## src/rtl/credit_pkg.sv

```systemverilog
// credit_pkg: shared types and helpers for the credit-based sender.
//   credit_state_e : IDLE / ACTIVE state of the sender (drives the idle output)
//   credit_width() : number of bits needed to hold a credit count 0..credits
package credit_pkg;

   typedef enum logic {
      IDLE   = 1'b0,
      ACTIVE = 1'b1
   } credit_state_e;

   function automatic int credit_width(input int credits);
      return $clog2(credits + 1);
   endfunction

endpackage

```

## src/rtl/credit_counter.sv

```systemverilog
// credit_counter: saturating up/down counter holding the available credits.
// Ports:
//   clk    : clock, rising edge
//   rst_n  : asynchronous active-low reset, loads MAX
//   inc    : one credit returned
//   dec    : one credit consumed
//   clear  : synchronous reload to MAX, dominates inc/dec
//   count  : current credit count
//   at_max : count == MAX
module credit_counter
   import credit_pkg::*;
#(
   parameter int MAX   = 8,
   parameter int WIDTH = credit_width(MAX)
) (
   input  logic             clk,
   input  logic             rst_n,
   input  logic             inc,
   input  logic             dec,
   input  logic             clear,
   output logic [WIDTH-1:0] count,
   output logic             at_max
);

   localparam logic [WIDTH-1:0] MAX_VAL = WIDTH'(MAX);
   localparam logic [WIDTH-1:0] ONE     = WIDTH'(1);

   logic [WIDTH-1:0] count_reg;
   logic [WIDTH-1:0] count_next;

   // inc and dec together cancel. Both directions are guarded so the count
   // can never wrap, whatever the caller does.
   always_comb begin
      count_next = count_reg;
      if (clear) begin
         count_next = MAX_VAL;
      end else if (inc && !dec) begin
         if (count_reg != MAX_VAL) count_next = count_reg + ONE;
      end else if (dec && !inc) begin
         if (count_reg != '0) count_next = count_reg - ONE;
      end
   end

   always_ff @(posedge clk or negedge rst_n) begin
      if (!rst_n) count_reg <= MAX_VAL;
      else        count_reg <= count_next;
   end

   assign count  = count_reg;
   assign at_max = (count_reg == MAX_VAL);

endmodule

```

## src/rtl/credit_sender.sv

```systemverilog
// credit_sender: forwards an upstream valid/ready stream into a remote FIFO
// write port that has no back-pressure. One credit per remote slot; a beat is
// only accepted while a credit is available (or one is returned that cycle).
// Optional feature macro: CREDIT_SENDER_ERR_CHECK_EN enables the sticky
// err_overflow flag (set when a credit returns while all credits are home);
// without it err_overflow is tied low and the counter just saturates.
// Ports:
//   clk, rst_n          : clock (rising edge), asynchronous active-low reset
//   flush               : synchronous return to the post-reset state
//   s_data/s_valid/s_ready : upstream stream
//   m_data/m_valid      : remote FIFO write data / strobe (1 cycle latency)
//   credit_return       : one pulse per freed remote slot
//   credit_count        : credits currently available
//   idle                : all credits home and no write pending
//   err_overflow        : sticky credit overflow (macro builds only)
module credit_sender
   import credit_pkg::*;
#(
   parameter int DATA_WIDTH = 8,
   parameter int CREDITS    = 8,
   parameter int CNT_WIDTH  = credit_width(CREDITS)
) (
   input  logic                  clk,
   input  logic                  rst_n,
   input  logic                  flush,
   input  logic [DATA_WIDTH-1:0] s_data,
   input  logic                  s_valid,
   output logic                  s_ready,
   output logic [DATA_WIDTH-1:0] m_data,
   output logic                  m_valid,
   input  logic                  credit_return,
   output logic [CNT_WIDTH-1:0]  credit_count,
   output logic                  idle,
   output logic                  err_overflow
);

   localparam logic [CNT_WIDTH-1:0] NEAR_MAX = CNT_WIDTH'(CREDITS - 1);

   credit_state_e         state_reg;
   logic                  idle_reg;
   logic                  m_valid_reg;
   logic [DATA_WIDTH-1:0] m_data_reg;
   logic                  at_max;
   logic                  accept;
   logic                  full_next;

   // A credit returned this cycle can be spent this cycle. Flush blocks
   // acceptance so the upstream beat is held rather than dropped.
   assign s_ready = ((credit_count != '0) | credit_return) & ~flush;
   assign accept  = s_valid & s_ready;

   credit_counter #(
      .MAX   (CREDITS),
      .WIDTH (CNT_WIDTH)
   ) u_credit_counter (
      .clk    (clk),
      .rst_n  (rst_n),
      .inc    (credit_return),
      .dec    (accept),
      .clear  (flush),
      .count  (credit_count),
      .at_max (at_max)
   );

   // Will all credits be home after this edge? Lets the FSM track idle with
   // no extra cycle of lag.
   assign full_next = flush
                    | (at_max & ~(accept & ~credit_return))
                    | ((credit_count == NEAR_MAX) & credit_return & ~accept);

   always_ff @(posedge clk or negedge rst_n) begin
      if (!rst_n) begin
         state_reg   <= IDLE;
         idle_reg    <= 1'b1;
         m_valid_reg <= 1'b0;
         m_data_reg  <= '0;
      end else begin
         m_valid_reg <= accept;
         if (accept) m_data_reg <= s_data;

         case (state_reg)
            IDLE: begin
               if (accept) begin
                  state_reg <= ACTIVE;
                  idle_reg  <= 1'b0;
               end
            end
            ACTIVE: begin
               // An accept this cycle means m_valid is pending next cycle.
               if (full_next && !accept) begin
                  state_reg <= IDLE;
                  idle_reg  <= 1'b1;
               end
            end
            default: begin
               state_reg <= IDLE;
               idle_reg  <= 1'b1;
            end
         endcase
      end
   end

   assign m_valid = m_valid_reg;
   assign m_data  = m_data_reg;
   assign idle    = idle_reg;

`ifdef CREDIT_SENDER_ERR_CHECK_EN
   logic err_reg;

   always_ff @(posedge clk or negedge rst_n) begin
      if (!rst_n)                                   err_reg <= 1'b0;
      else if (flush)                               err_reg <= 1'b0;
      else if (credit_return && !accept && at_max)  err_reg <= 1'b1;
   end

   assign err_overflow = err_reg;
`else
   assign err_overflow = 1'b0;
`endif

endmodule

```

## config.mk

```make
export PLATFORM = sky130hd
export DESIGN_NAME = credit_sender
export DESIGN_NICKNAME = d
export VERILOG_FILES = /design/src/rtl/credit_pkg.sv /design/src/rtl/credit_counter.sv /design/src/rtl/credit_sender.sv
export SDC_FILE = /design/constraint.sdc
export NUM_CORES = 1
export LEC_CHECK = 0
export CAP_MARGIN = 30
export CORE_AREA = 2 2 39 41
export DETAILED_ROUTE_END_ITERATION = 10
export DIE_AREA = 0 0 41 43
export DONT_BUFFER_PORTS = 1
export PLACE_DENSITY = 0.74
export REMOVE_ABC_BUFFERS = 1
export SLEW_MARGIN = 40
export SYNTH_ARGS = -nofsm -noshare
export SYNTH_HDL_FRONTEND = slang
export SYNTH_SLANG_ARGS = --single-unit
export TNS_END_PERCENT = 30
```

## constraint.sdc

```tcl
create_clock -name clk -period 3.5 [get_ports clk]
set_clock_uncertainty 0.2 [all_clocks]
set_input_delay 0.525 -clock clk [delete_from_list [all_inputs] [get_ports clk]]
set_output_delay 0.525 -clock clk [all_outputs]
set_load 0.1 [all_outputs]
```

## Word-level counts from Yosys, hierarchy flattened

Cells that the tools add are included.

- Register bits after elaboration: 15
- Bits in latches: 0
- RAM bits: 0
- Memory bits (read-only): 0
- Bits of input ports: 13
- Output and inout bits: 16
- Word-level logic and storage cells: 48
- Memories: 0

- $add $sub $neg: 2
- Multipliers: 0
- Divide/modulo/power cells: 0
- Magnitude comparators: 0
- Equality and inequality tests: 6
- Shifts and indexed selects: 0
- Multiplexer cells: 11
- Bitwise gates (word level): 14
- Reduce and logical (&&, ||, !) cells: 10

Operator list:

| cell | number |
|---|---|
| two-way mux 4 bit | 5 |
| AND 1 bit | 6 |
| nonzero test 3 bit | 2 |
| inverter 1 bit | 5 |
| adder 4 x 1 -> 4 bit (second input constant) | 1 |
| == test 4 x 3 -> 1 bit (second input constant) | 1 |
| == test 4 bit (second input constant) | 1 |
| two-way mux 1 bit | 4 |
| != test 4 bit (second input constant) | 1 |
| case mux 1 bit (2 select lines) | 2 |
| nonzero test 4 bit | 1 |
| subtractor 4 x 1 -> 4 bit (second input constant) | 1 |
| logical AND 1 bit | 3 |
| != test 3 bit (second input constant) | 1 |
| bitwise OR 1 bit | 3 |
| AND reduction 3 bit | 1 |
| logical NOT 1 bit | 2 |
| != test 2 x 1 -> 1 bit (second input constant) | 1 |
| != test 2 bit (second input constant) | 1 |
| AND reduction 2 bit | 1 |

## Logic depth before layout (Yosys ltp)

- Depth in word-level cells: 12
- Mapped depth: 7
- Depth with buffers taken out: 7

## By module

A second synthesis with hierarchy kept.

- Cells, all modules: 75
- Area total of the unflattened synthesis: 834.6 µm²

Modules (own cells, without submodules):

| module | instances | cells an instance | area each (µm²) | sequential area each (µm²) |
|---|---|---|---|---|
| credit_sender | 1 | 38 | 503.0 | 276.5 |
| credit_counter | 1 | 37 | 331.6 | 101.3 |

## Least setup slack after synthesis

Ideal clock, no wire load.

- Path type: flip-flop to output port
- From: register u_credit_counter.count_reg[0] (netlist: u_credit_counter.count[0])
- To: output port s_ready
- Data arrival time: 2699 ps
- Required time: 2775 ps
- Setup slack: 76 ps
- Cell stages (with the launch flop): 4
- Path buffers: 1
- Cell sequence: dfrtp_1 buf_6 nor3_2 a21oi_1

- Longest elaborated chain between the ends: 3

Ends and longest elaborated chain:

| element | RTL line | source |
|---|---|---|
| start, declared | credit_counter.sv:28 | `logic [WIDTH-1:0] count_reg;` |
| start signal, assigned | credit_counter.sv:46 | `else count_reg <= count_next;` |
| nonzero test 4 bit | credit_sender.sv:49 | `assign s_ready = ((credit_count != '0) \| credit_return) & ~flush;` |
| bitwise OR 1 bit | credit_sender.sv:49 |  |
| AND 1 bit | credit_sender.sv:49 |  |
| end, declared | credit_sender.sv:28 | `output logic s_ready,` |

No other way between the ends.

## Final worst setup path

- From: register u_credit_counter.count_reg[3] (netlist: u_credit_counter.count[3])
- To: output port s_ready

Same word-level chain as after synthesis.

==> results.md <==
* Status: finished clean
* DIE AREA at 0.00176 mm²
* Largest net degree at the start of global routing at 16
* Max-cap violations at 0
* Post-synthesis register bit count at 15
* Placed cells at 82
* Skew-Pair Late Insertion Delay at 0.28 ns
* Syn Std Cell Area at 796 µm²
* Nets at 89
* Tot Pwr at 0.729 mW
* CP arrival at 1.80 ns
* Comb power frac at 0.284
* Mean area per synthesized cell at 12.2 µm²
* Gr ovfl total at 0
* NetSw at 0.400 mW
* Area of the core at 0.00138 mm²
* Worst path max stage delay at 0.92 ns
* Via Count at 508
* Remaining DRCs at 0
* Vias per inst at 5.77
* Fmax at 396 MHz
* Tmin final at 2.53 ns
* Setup TNS at 0 ns
* Pwr Density at 839 mW/mm²
* CTS H-tree lvls at 1
* Layout fillers at 122
* Vias in the first global route at 510
* Max Slew Vio Count at 0
* ANT nets after route at 0
* Reg2Reg Setup Slack at 1.28 ns
* CTS tree: yes
* Post-CTS sizing at 0
* Clk buf depth at 2
* Initial core utilization at 0.575
* Synth top area share at 0.409
* Row cnt at 14
* Worst setup EP type: primary output
* Slowest cell on crit path: dfstp_2
* Setup slack after layout at 0.972 ns
* Top cell type by total area after synthesis: dfrtp_1
* Worst r2r dst: m_data[0]
* I/O pin count at 29
* Switching portion of total power at 0.549
* RSZ-0062 raised after global routing: no
* Die X at 41 µm
* Post-synthesis sequential area ratio at 0.475
* Post-CTS Hold Buffers at 1
* Fin cells at 88
* Crit Path Class: flop to primary output
* Slew margin rel. at 0.406
* Worst VDD drop at 0.406 mV
* Fin. Hold Viols at 0
* Dpl hpwl at 1.05 mm
* Inserted Clock Buffers at 3
* Initial antenna violation count at 0
* Power share of the clock group at 0.134
* Leakage power at 0.385 nW
* Type of origin of the critical path: flop
* Synth top area cells: dfrtp_1 41%, mux2_1 11%, dfstp_2 6.6%
* Fin crit share at 0.722
* Sequential power share at 0.582
* Root buf cell: clkbuf_4
* Max reg flops at 8
* Crit path buf inv count at 1
* Reg2reg start: u_credit_counter.count[1]
* Yosys warns at 0
* Int Pwr at 0.328 mW
* Share of layout cells above drive strength 1 at 0.306
* Routed len/inst at 15.9 µm
* PortBufs at 0
* Dpl ws at 1.29 ns
* Hold path cells at 1
* Clk sinks at 15
* Tightest Pin Transition at 0.891 ns
* Reg2Reg Depth at 4
* Drt total wl at 1.40 mm
* Hold WC Path Type: input port to flop
* Die height at 43 µm
* Number of library cell types mapped by synthesis at 27
* First-pass GRT wire length at 2.28 mm
* Hold path endpoint: u_credit_counter.count[1]
* Worst path required time at 2.77 ns
* Worst path cell trace: nor2_1, a21oi_2, buf_4
* Worst-path clk slew at 0.08 ns
* Inserted Diodes at 0
* Synth Instances at 65
* DRT Pass-1 Iters at 4
* Final core occ at 0.627
* Setup Fix Bufs, Post-CTS at 0
* Hold_sp: flush
* Routability cong. at 0.771
* Initial detailed-routing violation count at 3
* Kind of cell adding the most delay to the critical path: flip-flops
* GR Util All Layers at 0.198
* CP max FO at 6
* Final Setup Violations at 0
* P&R area growth vs syn at 9.12%
## routing by layer
metal | GRT usage | vias to the layer above | wire length (µm)
met3 | 0.0681 | 4 | 102
li1 | - | 240 | -
met1 | 0.255 | 243 | 577
met5 | 0 | - | 0
met4 | 0.120 | 0 | 30
met2 | 0.275 | 21 | 689
## logic make-up (layout without fill, tap and decap cells)
group / after synthesis / count (layout) / synth area share
xor+xnor: 2 / 2 / 0.0220
buf+inv: 8 / 15 / 0.0613
mux: 10 / 10 / 0.154
compound gates: 10 / 10 / 0.102
flops: 15 / 15 / 0.475
fa+ha+maj: 3 / 3 / 0.0566
other cells: 1 / 1 / 0.00471
simple gates: 16 / 16 / 0.124
## cells in the mapped netlist
library cell	number
dfrtp_1	13
mux2_1	8
inv_1	5
nor2_1	5
nand2b_1	4
a21o_1	2
a21oi_1	2
buf_6	2
dfstp_2	2
ha_1	2
nand2_1	2
o41ai_1	2
xnor2_1	2
a211oi_2	1
and3_1	1
and4b_1	1
buf_4	1
conb_1	1
fa_1	1
mux2i_1	1
mux4_2	1
nor2b_1	1
nor3_2	1
nor4b_2	1
o21ai_1	1
o22ai_2	1
o311ai_1	1
## power by group through the flow
stage	combinational, mW	sequential [mW]	clock, mW
3_3_place_gp	0.196	0.422	0
3_5_place_dp	0.203	0.425	0
6_report	0.207	0.424	0.0975
5_1_grt	0.225	0.431	0.109
4_1_cts	0.208	0.421	0.0993
2_1_floorplan	0.107	0.478	0
## how the worst max path moves through the flow
stage                                         start       to  cells after the start
final                     u_credit_counter.count[3]  s_ready                      3
after detailed placement  u_credit_counter.count[3]  s_ready                      3
after CTS                 u_credit_counter.count[3]  s_ready                      3
after global routing      u_credit_counter.count[3]  s_ready                      3
after floorplan           u_credit_counter.count[1]  s_ready                      2
after global placement    u_credit_counter.count[3]  s_ready                      3
## cell type report
| type | instances | area, µm² | share of cell area |
|---|---|---|---|
| Inverter | 5 | 18.8 | 0.0216 |
| Clock buffer | 4 | 26.3 | 0.0303 |
| Timing Repair Buffer | 6 | 43.8 | 0.0504 |
| Multi-Input combinational cell | 42 | 373 | 0.429 |
| Sequential cell | 15 | 387 | 0.445 |
| Tap cell | 16 | 20.0 | 0.0231 |
## cells in the final DEF, fill, tap and decap left out, drive strengths merged, types with 4 or more instances in the layout
master	count
dfrtp	13
mux2	8
nor2	5
inv	5
clkbuf	5
nand2b	4
buf	4
## per-stage QoR
stage / hold slack (ns) / area [µm²]
after CTS: 0.0830 / 856
after global placement: 0.0297 / 820
after floorplan: 0.0294 / 766
final: 0.0862 / 868
after global routing: 0.0738 / 868
after detailed placement: 0.0297 / 820
(Power assumes the default switching activity.)
